<file path="src/rtl/mcu_link_pkg.sv">
// Shared types and command codes for the MCU SPI link router and its
// local interrupt controller.
package mcu_link_pkg;

    typedef enum logic [1:0] {
        IDLE    = 2'd0,
        ROUTE   = 2'd1,
        LOCAL   = 2'd2,
        DISCARD = 2'd3
    } link_state_e;

    typedef enum logic [1:0] {
        CMD  = 2'd0,
        ARG  = 2'd1,
        DONE = 2'd2
    } local_state_e;

    localparam logic [7:0] LOCAL_TARGET = 8'hFF;
    localparam logic [7:0] LCMD_RD_PEND = 8'h00;
    localparam logic [7:0] LCMD_WR_MASK = 8'h01;
    localparam logic [7:0] LCMD_RD_MASK = 8'h02;

endpackage

</file>
<file path="src/rtl/mcu_irq_ctrl.sv">
// Interrupt controller: rising-edge capture into pending, mask register,
// snapshot clear-on-read and a registered level irq to the MCU.
module mcu_irq_ctrl #(
    parameter int NTARGETS = 4
) (
    input  logic                clk,
    input  logic                reset_n,
    input  logic [NTARGETS-1:0] tgt_irq,
    input  logic                snap_en,
    input  logic                clr_en,
    input  logic                mask_we,
    input  logic [NTARGETS-1:0] mask_wdata,
    output logic [NTARGETS-1:0] pending,
    output logic [NTARGETS-1:0] mask,
    output logic                irq
);

    logic [NTARGETS-1:0] hist_r;
    logic [NTARGETS-1:0] pending_r;
    logic [NTARGETS-1:0] snap_r;
    logic [NTARGETS-1:0] mask_r;
    logic                irq_r;

    logic [NTARGETS-1:0] rise_s;
    logic [NTARGETS-1:0] clr_bits_s;
    logic [NTARGETS-1:0] pending_s;
    logic [NTARGETS-1:0] snap_s;
    logic [NTARGETS-1:0] mask_s;

    // Next-value logic; a new edge is OR-ed after the clear so set wins.
    always_comb begin
        rise_s     = tgt_irq & ~hist_r;
        clr_bits_s = clr_en ? snap_r : {NTARGETS{1'b0}};
        pending_s  = (pending_r & ~clr_bits_s) | rise_s;
        snap_s     = snap_en ? pending_r : snap_r;
        mask_s     = mask_we ? mask_wdata : mask_r;
    end

    // Interrupt state registers.
    always_ff @(posedge clk or negedge reset_n) begin
        if (!reset_n) begin
            hist_r    <= {NTARGETS{1'b0}};
            pending_r <= {NTARGETS{1'b0}};
            snap_r    <= {NTARGETS{1'b0}};
            mask_r    <= {NTARGETS{1'b0}};
            irq_r     <= 1'b0;
        end else begin
            hist_r    <= tgt_irq;
            pending_r <= pending_s;
            snap_r    <= snap_s;
            mask_r    <= mask_s;
            irq_r     <= |(pending_r & mask_r);
        end
    end

    assign pending = pending_r;
    assign mask    = mask_r;
    assign irq     = irq_r;

endmodule

</file>
<file path="src/rtl/mcu_spi_router.sv">
// Routes MCU SPI frames to a target selected by the first byte, muxes the
// target reply back, and serves local status/mask commands on address FF.
module mcu_spi_router
    import mcu_link_pkg::*;
#(
    parameter int NTARGETS  = 4,
    parameter int TIMEOUT_W = 16
) (
    input  logic                  clk,
    input  logic                  reset_n,
    input  logic                  data_in_strobe,
    input  logic                  data_in_start,
    input  logic [7:0]            data_in,
    output logic [7:0]            data_out,
    output logic                  irq,
    output logic [NTARGETS-1:0]   tgt_strobe,
    output logic                  tgt_start,
    output logic [7:0]            tgt_data,
    input  logic [8*NTARGETS-1:0] tgt_data_out,
    input  logic [NTARGETS-1:0]   tgt_irq
);

    localparam logic [7:0] NT_B = 8'(NTARGETS);

    link_state_e          state_r, state_s;
    local_state_e         lstate_r, lstate_s;
    logic [7:0]           sel_r, sel_s;
    logic [7:0]           cmd_r, cmd_s;
    logic                 first_pending_r, first_pending_s;
    logic [TIMEOUT_W-1:0] cnt_r, cnt_s;

    logic [7:0]           data_out_r, data_out_s;
    logic [NTARGETS-1:0]  tgt_strobe_r, tgt_strobe_s;
    logic                 tgt_start_r, tgt_start_s;
    logic [7:0]           tgt_data_r, tgt_data_s;

    logic                 strobe_start_s;
    logic                 strobe_data_s;
    logic [NTARGETS-1:0]  sel_onehot_s;
    logic [7:0]           reply_s;
    logic [7:0]           pend_byte_s;
    logic [7:0]           mask_byte_s;

    logic                 snap_en_s, clr_en_s, mask_we_s;
    logic [NTARGETS-1:0]  irq_pending_s, irq_mask_s;

    assign strobe_start_s = data_in_strobe & data_in_start;
    assign strobe_data_s  = data_in_strobe & ~data_in_start;
    assign pend_byte_s    = 8'(irq_pending_s);
    assign mask_byte_s    = 8'(irq_mask_s);

    // Target decode and reply mux; sel values outside the target range select nothing.
    always_comb begin
        reply_s = 8'h00;
        for (int i = 0; i < NTARGETS; i++) begin
            sel_onehot_s[i] = (sel_r == 8'(i));
            reply_s = reply_s | (tgt_data_out[8*i +: 8] & {8{sel_onehot_s[i]}});
        end
    end

    // Framing state register.
    always_ff @(posedge clk or negedge reset_n) begin
        if (!reset_n) begin
            state_r         <= IDLE;
            lstate_r        <= CMD;
            sel_r           <= 8'h00;
            cmd_r           <= 8'h00;
            first_pending_r <= 1'b0;
            cnt_r           <= {TIMEOUT_W{1'b0}};
        end else begin
            state_r         <= state_s;
            lstate_r        <= lstate_s;
            sel_r           <= sel_s;
            cmd_r           <= cmd_s;
            first_pending_r <= first_pending_s;
            cnt_r           <= cnt_s;
        end
    end

    // Next-state logic: select bytes win over everything, then strobes, then timeout.
    always_comb begin
        state_s         = state_r;
        lstate_s        = lstate_r;
        sel_s           = sel_r;
        cmd_s           = cmd_r;
        first_pending_s = first_pending_r;
        cnt_s           = cnt_r;
        if (strobe_start_s) begin
            sel_s           = data_in;
            cnt_s           = {TIMEOUT_W{1'b0}};
            first_pending_s = 1'b0;
            lstate_s        = CMD;
            if (data_in < NT_B) begin
                state_s         = ROUTE;
                first_pending_s = 1'b1;
            end else if (data_in == LOCAL_TARGET) begin
                state_s = LOCAL;
            end else begin
                state_s = DISCARD;
            end
        end else if (state_r == IDLE) begin
            cnt_s = {TIMEOUT_W{1'b0}};
        end else if (data_in_strobe) begin
            cnt_s = {TIMEOUT_W{1'b0}};
            case (state_r)
                ROUTE: first_pending_s = 1'b0;
                LOCAL: begin
                    case (lstate_r)
                        CMD: begin
                            cmd_s = data_in;
                            if ((data_in == LCMD_RD_PEND) || (data_in == LCMD_WR_MASK)) begin
                                lstate_s = ARG;
                            end else begin
                                lstate_s = DONE;
                            end
                        end
                        ARG:     lstate_s = DONE;
                        DONE:    lstate_s = DONE;
                        default: lstate_s = DONE;
                    endcase
                end
                default: state_s = state_r;
            endcase
        end else if (cnt_r == {TIMEOUT_W{1'b1}}) begin
            state_s         = IDLE;
            first_pending_s = 1'b0;
            cnt_s           = {TIMEOUT_W{1'b0}};
        end else begin
            cnt_s = cnt_r + {{(TIMEOUT_W-1){1'b0}}, 1'b1};
        end
    end

    // Output and side-effect logic feeding the registered outputs and irq controller.
    always_comb begin
        data_out_s   = data_out_r;
        tgt_strobe_s = {NTARGETS{1'b0}};
        tgt_start_s  = 1'b0;
        tgt_data_s   = tgt_data_r;
        snap_en_s    = 1'b0;
        clr_en_s     = 1'b0;
        mask_we_s    = 1'b0;
        if (strobe_start_s) begin
            data_out_s = 8'h00;
        end else begin
            case (state_r)
                ROUTE: begin
                    data_out_s = reply_s;
                    if (strobe_data_s) begin
                        tgt_strobe_s = sel_onehot_s;
                        tgt_start_s  = first_pending_r;
                        tgt_data_s   = data_in;
                    end else begin
                        tgt_strobe_s = {NTARGETS{1'b0}};
                    end
                end
                LOCAL: begin
                    if (strobe_data_s) begin
                        case (lstate_r)
                            CMD: begin
                                case (data_in)
                                    LCMD_RD_PEND: begin
                                        data_out_s = pend_byte_s;
                                        snap_en_s  = 1'b1;
                                    end
                                    LCMD_RD_MASK: data_out_s = mask_byte_s;
                                    default:      data_out_s = 8'h00;
                                endcase
                            end
                            ARG: begin
                                clr_en_s  = (cmd_r == LCMD_RD_PEND);
                                mask_we_s = (cmd_r == LCMD_WR_MASK);
                            end
                            default: data_out_s = data_out_r;
                        endcase
                    end else begin
                        data_out_s = data_out_r;
                    end
                end
                default: data_out_s = 8'h00;
            endcase
        end
    end

    // Registered outputs toward MCU link and targets.
    always_ff @(posedge clk or negedge reset_n) begin
        if (!reset_n) begin
            data_out_r   <= 8'h00;
            tgt_strobe_r <= {NTARGETS{1'b0}};
            tgt_start_r  <= 1'b0;
            tgt_data_r   <= 8'h00;
        end else begin
            data_out_r   <= data_out_s;
            tgt_strobe_r <= tgt_strobe_s;
            tgt_start_r  <= tgt_start_s;
            tgt_data_r   <= tgt_data_s;
        end
    end

    mcu_irq_ctrl #(
        .NTARGETS (NTARGETS)
    ) u_irq_ctrl (
        .clk        (clk),
        .reset_n    (reset_n),
        .tgt_irq    (tgt_irq),
        .snap_en    (snap_en_s),
        .clr_en     (clr_en_s),
        .mask_we    (mask_we_s),
        .mask_wdata (data_in[NTARGETS-1:0]),
        .pending    (irq_pending_s),
        .mask       (irq_mask_s),
        .irq        (irq)
    );

    assign data_out   = data_out_r;
    assign tgt_strobe = tgt_strobe_r;
    assign tgt_start  = tgt_start_r;
    assign tgt_data   = tgt_data_r;

endmodule
</file>
<file path="config.mk">
export PLATFORM = sky130hd
export DESIGN_NAME = mcu_spi_router
export DESIGN_NICKNAME = d
export VERILOG_FILES = /design/src/rtl/mcu_link_pkg.sv /design/src/rtl/mcu_irq_ctrl.sv /design/src/rtl/mcu_spi_router.sv
export SDC_FILE = /design/constraint.sdc
export NUM_CORES = 1
export LEC_CHECK = 0
export ABC_AREA = 0
export BUFFER_PORTS_ARGS = -buffer_cell sky130_fd_sc_hd__buf_2
export CAP_MARGIN = 20
export CORE_MARGIN = 5
export CORE_UTILIZATION = 50
export CTS_BUF_LIST = sky130_fd_sc_hd__clkbuf_8
export DETAILED_ROUTE_END_ITERATION = 8
export GPL_TIMING_DRIVEN = 0
export PLACE_DENSITY = 0.75
export SYNTH_ARGS = -nofsm -noshare
export SYNTH_HDL_FRONTEND = slang
export SYNTH_SLANG_ARGS = --single-unit
</file>
<file path="constraint.sdc">
create_clock -name clk -period 1.96 [get_ports clk]
set_input_delay 0.294 -clock clk [delete_from_list [all_inputs] [get_ports clk]]
set_output_delay 0.294 -clock clk [all_outputs]
set_load 0.01 [all_outputs]
</file>
### Word level (Yosys, flattened, before mapping)

Cells that the tools add are included.

| storage, ports and cells | value |
|---|---|
| input bits | 48 |
| register bits | 75 |
| logic and storage cells | 115 |

| operators by class | value |
|---|---|
| equal/unequal tests | 16 |
| mux-type cells | 47 |
| add/sub/neg operators | 1 |
| reduce and logical (&&, ||, !) cells | 17 |
| bitwise logic cells | 18 |
| order comparisons | 1 |

Operator list:

| operator | number |
|---|---|
| two-way mux 16 bit | 4 |
| AND 8 bit | 4 |
| equality test 8 x 1 -> 1 bit (second input constant) | 3 |
| equality test 8 x 2 -> 1 bit (second input constant) | 3 |
| logical NOT 8 bit | 3 |
| two-way mux 8 bit | 3 |
| bitwise OR 8 bit | 3 |
| two-way mux 1 bit | 23 |
| two-way mux 2 bit | 11 |
| adder 16 x 1 -> 16 bit (second input constant) | 1 |
| equality test 16 bit (second input constant) | 1 |
| two-way mux 4 bit | 4 |
| case mux 8 bit (2 select lines) | 1 |
| AND 4 bit | 3 |
| AND reduction 3 bit | 4 |
| equality test 8 bit (second input constant) | 1 |
| less-than comparator 8 x 3 -> 1 bit (second input constant) | 1 |
| inverter 4 bit | 2 |
| case mux 4 bit (2 select lines) | 1 |
| nonzero test 2 bit | 3 |
| AND reduction 5 bit | 1 |
| equality test 2 x 1 -> 1 bit (second input constant) | 2 |
| logical NOT 2 bit | 2 |
| bitwise OR 4 bit | 1 |
| 12 further kinds | 15 |

### Logic depth before layout (Yosys ltp)

| depth | value |
|---|---|
| depth after elaboration | 9 |
| depth in mapped cells | 7 |
| mapped depth without buffers | 6 |

### Hierarchy

A second synthesis with hierarchy kept.

| unflattened totals | value |
|---|---|
| cells, all modules | 287 |
| area, all modules | 3448.3 µm² |

By module, submodules not included:

| module | instances | seq. area each (µm²) | area each (µm²) | cells an instance |
|---|---|---|---|---|
| mcu_spi_router | 1 | 1451.4 | 2849.0 | 247 |
| mcu_irq_ctrl | 1 | 425.4 | 599.3 | 40 |

### Worst setup path before layout

Ideal clock, no wire load.

| timing | value |
|---|---|
| kind | flip-flop to flip-flop |
| start | register state_r[0] |
| end | register u_irq_ctrl.snap_r[0] |
| clock period less this slack | 1.850 ns |
| stages on the path, launching flop included | 7 |
| slack | 0.110 ns |
| data arrival time | 1.725 ns |
| cell sequence | dfrtp_1 > inv_1 > ha_1 > nand4bb_1 > or3_1 > nor3_2 > mux2_2 |

| between the ends | value |
|---|---|
| longest elaborated chain between the ends | 3 |

Ends and longest elaborated chain:

| what | line | source |
|---|---|---|
| start, declared | mcu_spi_router.sv:25 | `link_state_e state_r, state_s;` |
| start signal, assigned | mcu_spi_router.sv:71 | `state_r <= state_s;` |
| equality test 2 bit | mcu_spi_router.sv:145 | `case (state_r)` |
| two-way mux 1 bit | mcu_spi_router.sv:145 |  |
| two-way mux 1 bit | mcu_spi_router.sv:142 | `if (strobe_start_s) begin` |
| end signal, assigned | mcu_irq_ctrl.sv:44 | `snap_r <= {NTARGETS{1'b0}};` |
| end signal, assigned | mcu_irq_ctrl.sv:50 | `snap_r <= snap_s;` |
| end, declared | mcu_irq_ctrl.sv:20 | `logic [NTARGETS-1:0] snap_r;` |

Every way passes these cells.
A chain may end at the register's enable or synchronous reset.

### Final worst setup path

| timing | value |
|---|---|
| start | register state_r[0] |
| end | register u_irq_ctrl.snap_r[3] |

The elaborated chain is that of the path after synthesis.

==> impl_metrics.json <==
{
  "arrival_ns": 2.11,
  "ir_worst_vdd_uv": 698,
  "netlist_area_um2": 3480,
  "routabilityCongestion": 0.765,
  "max-cap-violations": 0,
  "placed_cell_area_um2": 3970,
  "synth_top_cell_by_area": "dfrtp_1",
  "outcome": "finished, final reports clean",
  "wl_per_cell_um": 15.7,
  "cp_slowest_cell": "dfrtp_1",
  "synthFlopType": "dfrtp_1",
  "die_y_um": 93.5,
  "grt_overflow": 0,
  "clk_latency_ns": 0.34,
  "avgSynthCellArea_um2": 11.6,
  "hold_ws_ns": 0.0728,
  "nFillCells": 568,
  "seq_area_frac_synth_pct": 53.9,
  "netlist_top_cells_area": "dfrtp_1 (54%), mux2_2 (9.1%), mux4_2 (5.2%)",
  "drc": 0,
  "grt_max_degree": 44,
  "grt_antenna_before_repair": 0,
  "design.die.area_um2": 8730,
  "syn_inst": 301,
  "min-delay-path-class": "primary input to flop",
  "fp.coreArea_um2": 6790,
  "fin_skew_ns": 0.0117,
  "crit-reg2reg-launch": "state_r[0]",
  "synthTopCellsByCount": "dfrtp_1 (75), nand2_1 (43), mux2_2 (28)",
  "tightestPinTransition_ns": 0.599,
  "cpPeakStageDelay_ns": 0.40,
  "yosysWarnings": 0,
  "setup_viol": 0,
  "ant_nets": 0,
  "synth-edff-count": 0,
  "grt_first_pass_wirelength_mm": 13.0,
  "rr_worst_depth": 6,
  "critPathKind": "flop to flop",
  "drive_gt1_share_pct": 36.7,
  "drt-initial-drc-count": 134,
  "synthesis.nets": 353,
  "max_freq_ghz": 0.530,
  "min_period_over_period_pct": 96.3,
  "end_kind": "flop",
  "hold_depth": 1,
  "yosysMostFrequentCell": "dfrtp_1",
  "grtUsageTotal_pct": 19.2,
  "firstDrtPassIters": 7,
  "wl_mm": 7.66,
  "nets": 439,
  "clockRootBuffer": "clkbuf_8",
  "cp.required_ns": 2.18,
  "syn_to_final_growth_pct": 21.9,
  "min_from": "tgt_irq[1]",
  "reg2reg_setup_slack_ns": 0.07,
  "vias_per_cell": 5.35,
  "synth_top_cell_area_share_pct": 53.9,
  "hold_viol_final": 0,
  "rr_endpoint": "u_irq_ctrl.snap_r[3]",
  "grt_pass1_vias": 2699,
  "dp_slack_ns": -0.131,
  "vias": 2610,
  "finalInstanceArea_um2": 4250,
  "cts_buffers": 9,
  "p_per_area_nw_per_um2": 826,
  "ys_types": 52,
  "numPortBuffers": 69,
  "synthArstFlopShare_pct": 100,
  "ctsLongestPathBuffers": 2,
  "synth-seq-cells": 75,
  "finalMaxSlewViolations": 0,
  "htree_levels": 3,
  "maxSlewHeadroom_pct": 60.1,
  "start_util_pct": 51.3,
  "antennaDiodeCount": 0,
  "hold_end": "u_irq_ctrl.hist_r[1]",
  "setup_ws_ns": 0.0717,
  "cts.sinks": 75,
  "dpl.hpwl_mm": 5.67,
  "path_max_fanout": 4,
  "fp.dieW_um": 93.5,
  "layout_min_cycle_time_ns": 1.89,
  "startpoint_type": "flop",
  "total_leakage_power_nw": 2.06,
  "fin_util_pct": 62.5,
  "io_pins": 70,
  "path_cells": "inv_2 > ha_2 > nand4bb_1 > or3_4 > nor3_4 > mux2_4",
  "fp-row-count": 30,
  "tritoncts": "yes",
  "cts.clk_slew.worst_paths_ns": 0.07
}
[stage by stage]
stage	TNS [ns]	power (mW)	std cells
after floorplan	0	2.14	301
after CTS	0	3.54	486
final	0	3.51	488
after detailed placement	-0.843	2.37	467
after global placement	-0.281	2.34	466
after global routing	-0.00112	3.70	488
[layout by cell type, fill, tap and decap left out, drive strengths merged, types with 4 or more instances in the layout]
cell / count
nand3: 6
nor3: 6
mux2: 28
buf: 78
dfrtp: 75
clkinv: 4
inv: 22
o21ai: 12
nor2: 20
clkbuf: 15
a22oi: 6
xnor2: 7
nand4: 6
xor2: 5
mux4: 8
a22o: 5
nor4: 6
ha: 4
nor3b: 4
nand2: 43
[how the worst max path moves through the flow]
stage	from	slack, ns	endpoint
floorplan	state_r[0]	0.11	u_irq_ctrl.snap_r[0]
finish	state_r[0]	0.07	u_irq_ctrl.snap_r[3]
CTS	state_r[0]	0.004	u_irq_ctrl.snap_r[0]
global placement	state_r[0]	-0.07	u_irq_ctrl.snap_r[3]
global route	cnt_r[0]	-0.0008	cnt_r[13]
detailed placement	state_r[0]	-0.13	u_irq_ctrl.snap_r[2]
[area by class of cell]
type	count	area, µm²	area share, %
Sequential cell	75	1880	44.2
Inverter	22	82.6	1.95
Tap cell	96	120	2.83
Clock buffer	9	124	2.92
Clock inverter	7	68.8	1.62
Buffer	10	51.3	1.21
Multi-Input combinational cell	194	1510	35.7
Timing Repair Buffer	75	408	9.61
[flip-flops by register name (all words and copies together), names as in the netlist]
| signal | count |
|---|---|
| state_r | 2 |
| tgt_start | 1 |
| u_irq_ctrl.hist_r | 4 |
| data_out | 8 |
| first_pending_r | 1 |
| cnt_r | 16 |
| tgt_strobe | 4 |
| lstate_r | 2 |
| u_irq_ctrl.mask | 4 |
| u_irq_ctrl.snap_r | 4 |
| u_irq_ctrl.irq | 1 |
| tgt_data | 8 |
| cmd_r | 8 |
| u_irq_ctrl.pending | 4 |
| sel_r | 8 |
[worst max-delay path: cells and delay by family (launching register included)]
family | cells | cell delay [ns]
fa+ha+maj | 1 | 0.18
buf+inv | 1 | 0.08
flops | 1 | 0.40
mux | 1 | 0.33
simple gates | 3 | 0.79
[repair_timing]
action / CTS / global route
resized for setup: 3 / 7
setup endpoints to repair: 12 / 21
buffers inserted: 2 / 2
endpoints found under the hold margin: 32 / 0
hold buffers: 1 / 0
pin swaps: 2 / 3
[metal layers]
layer	vias up	wire length, µm	global-route usage, %
met5	-	0	0
met4	0	109	8.30
met3	10	432	5.15
met2	67	4000	31.1
met1	1297	3120	24.2
li1	1236	-	-
[where the power goes]
| group | switching, mW | leakage, nW | internal [mW] |
|---|---|---|---|
| Combinational | 0.280 | 0.999 | 0.276 |
| Sequential | 0.0965 | 0.967 | 1.71 |
| Clock | 0.566 | 0.0950 | 0.582 |
| Total | 0.943 | 2.06 | 2.56 |
[logic make-up (layout without fill, tap and decap cells)]
group	count (synthesis)	after routing	synth area share, %
buf+inv	32	123	3.84
compound gates	37	37	8.09
flops	75	75	53.9
mux	36	36	14.2
fa+ha+maj	4	4	1.44
simple gates	105	105	15.5
xor+xnor	12	12	3.02
No activity file was read; power rests on OpenSTA's default activity.
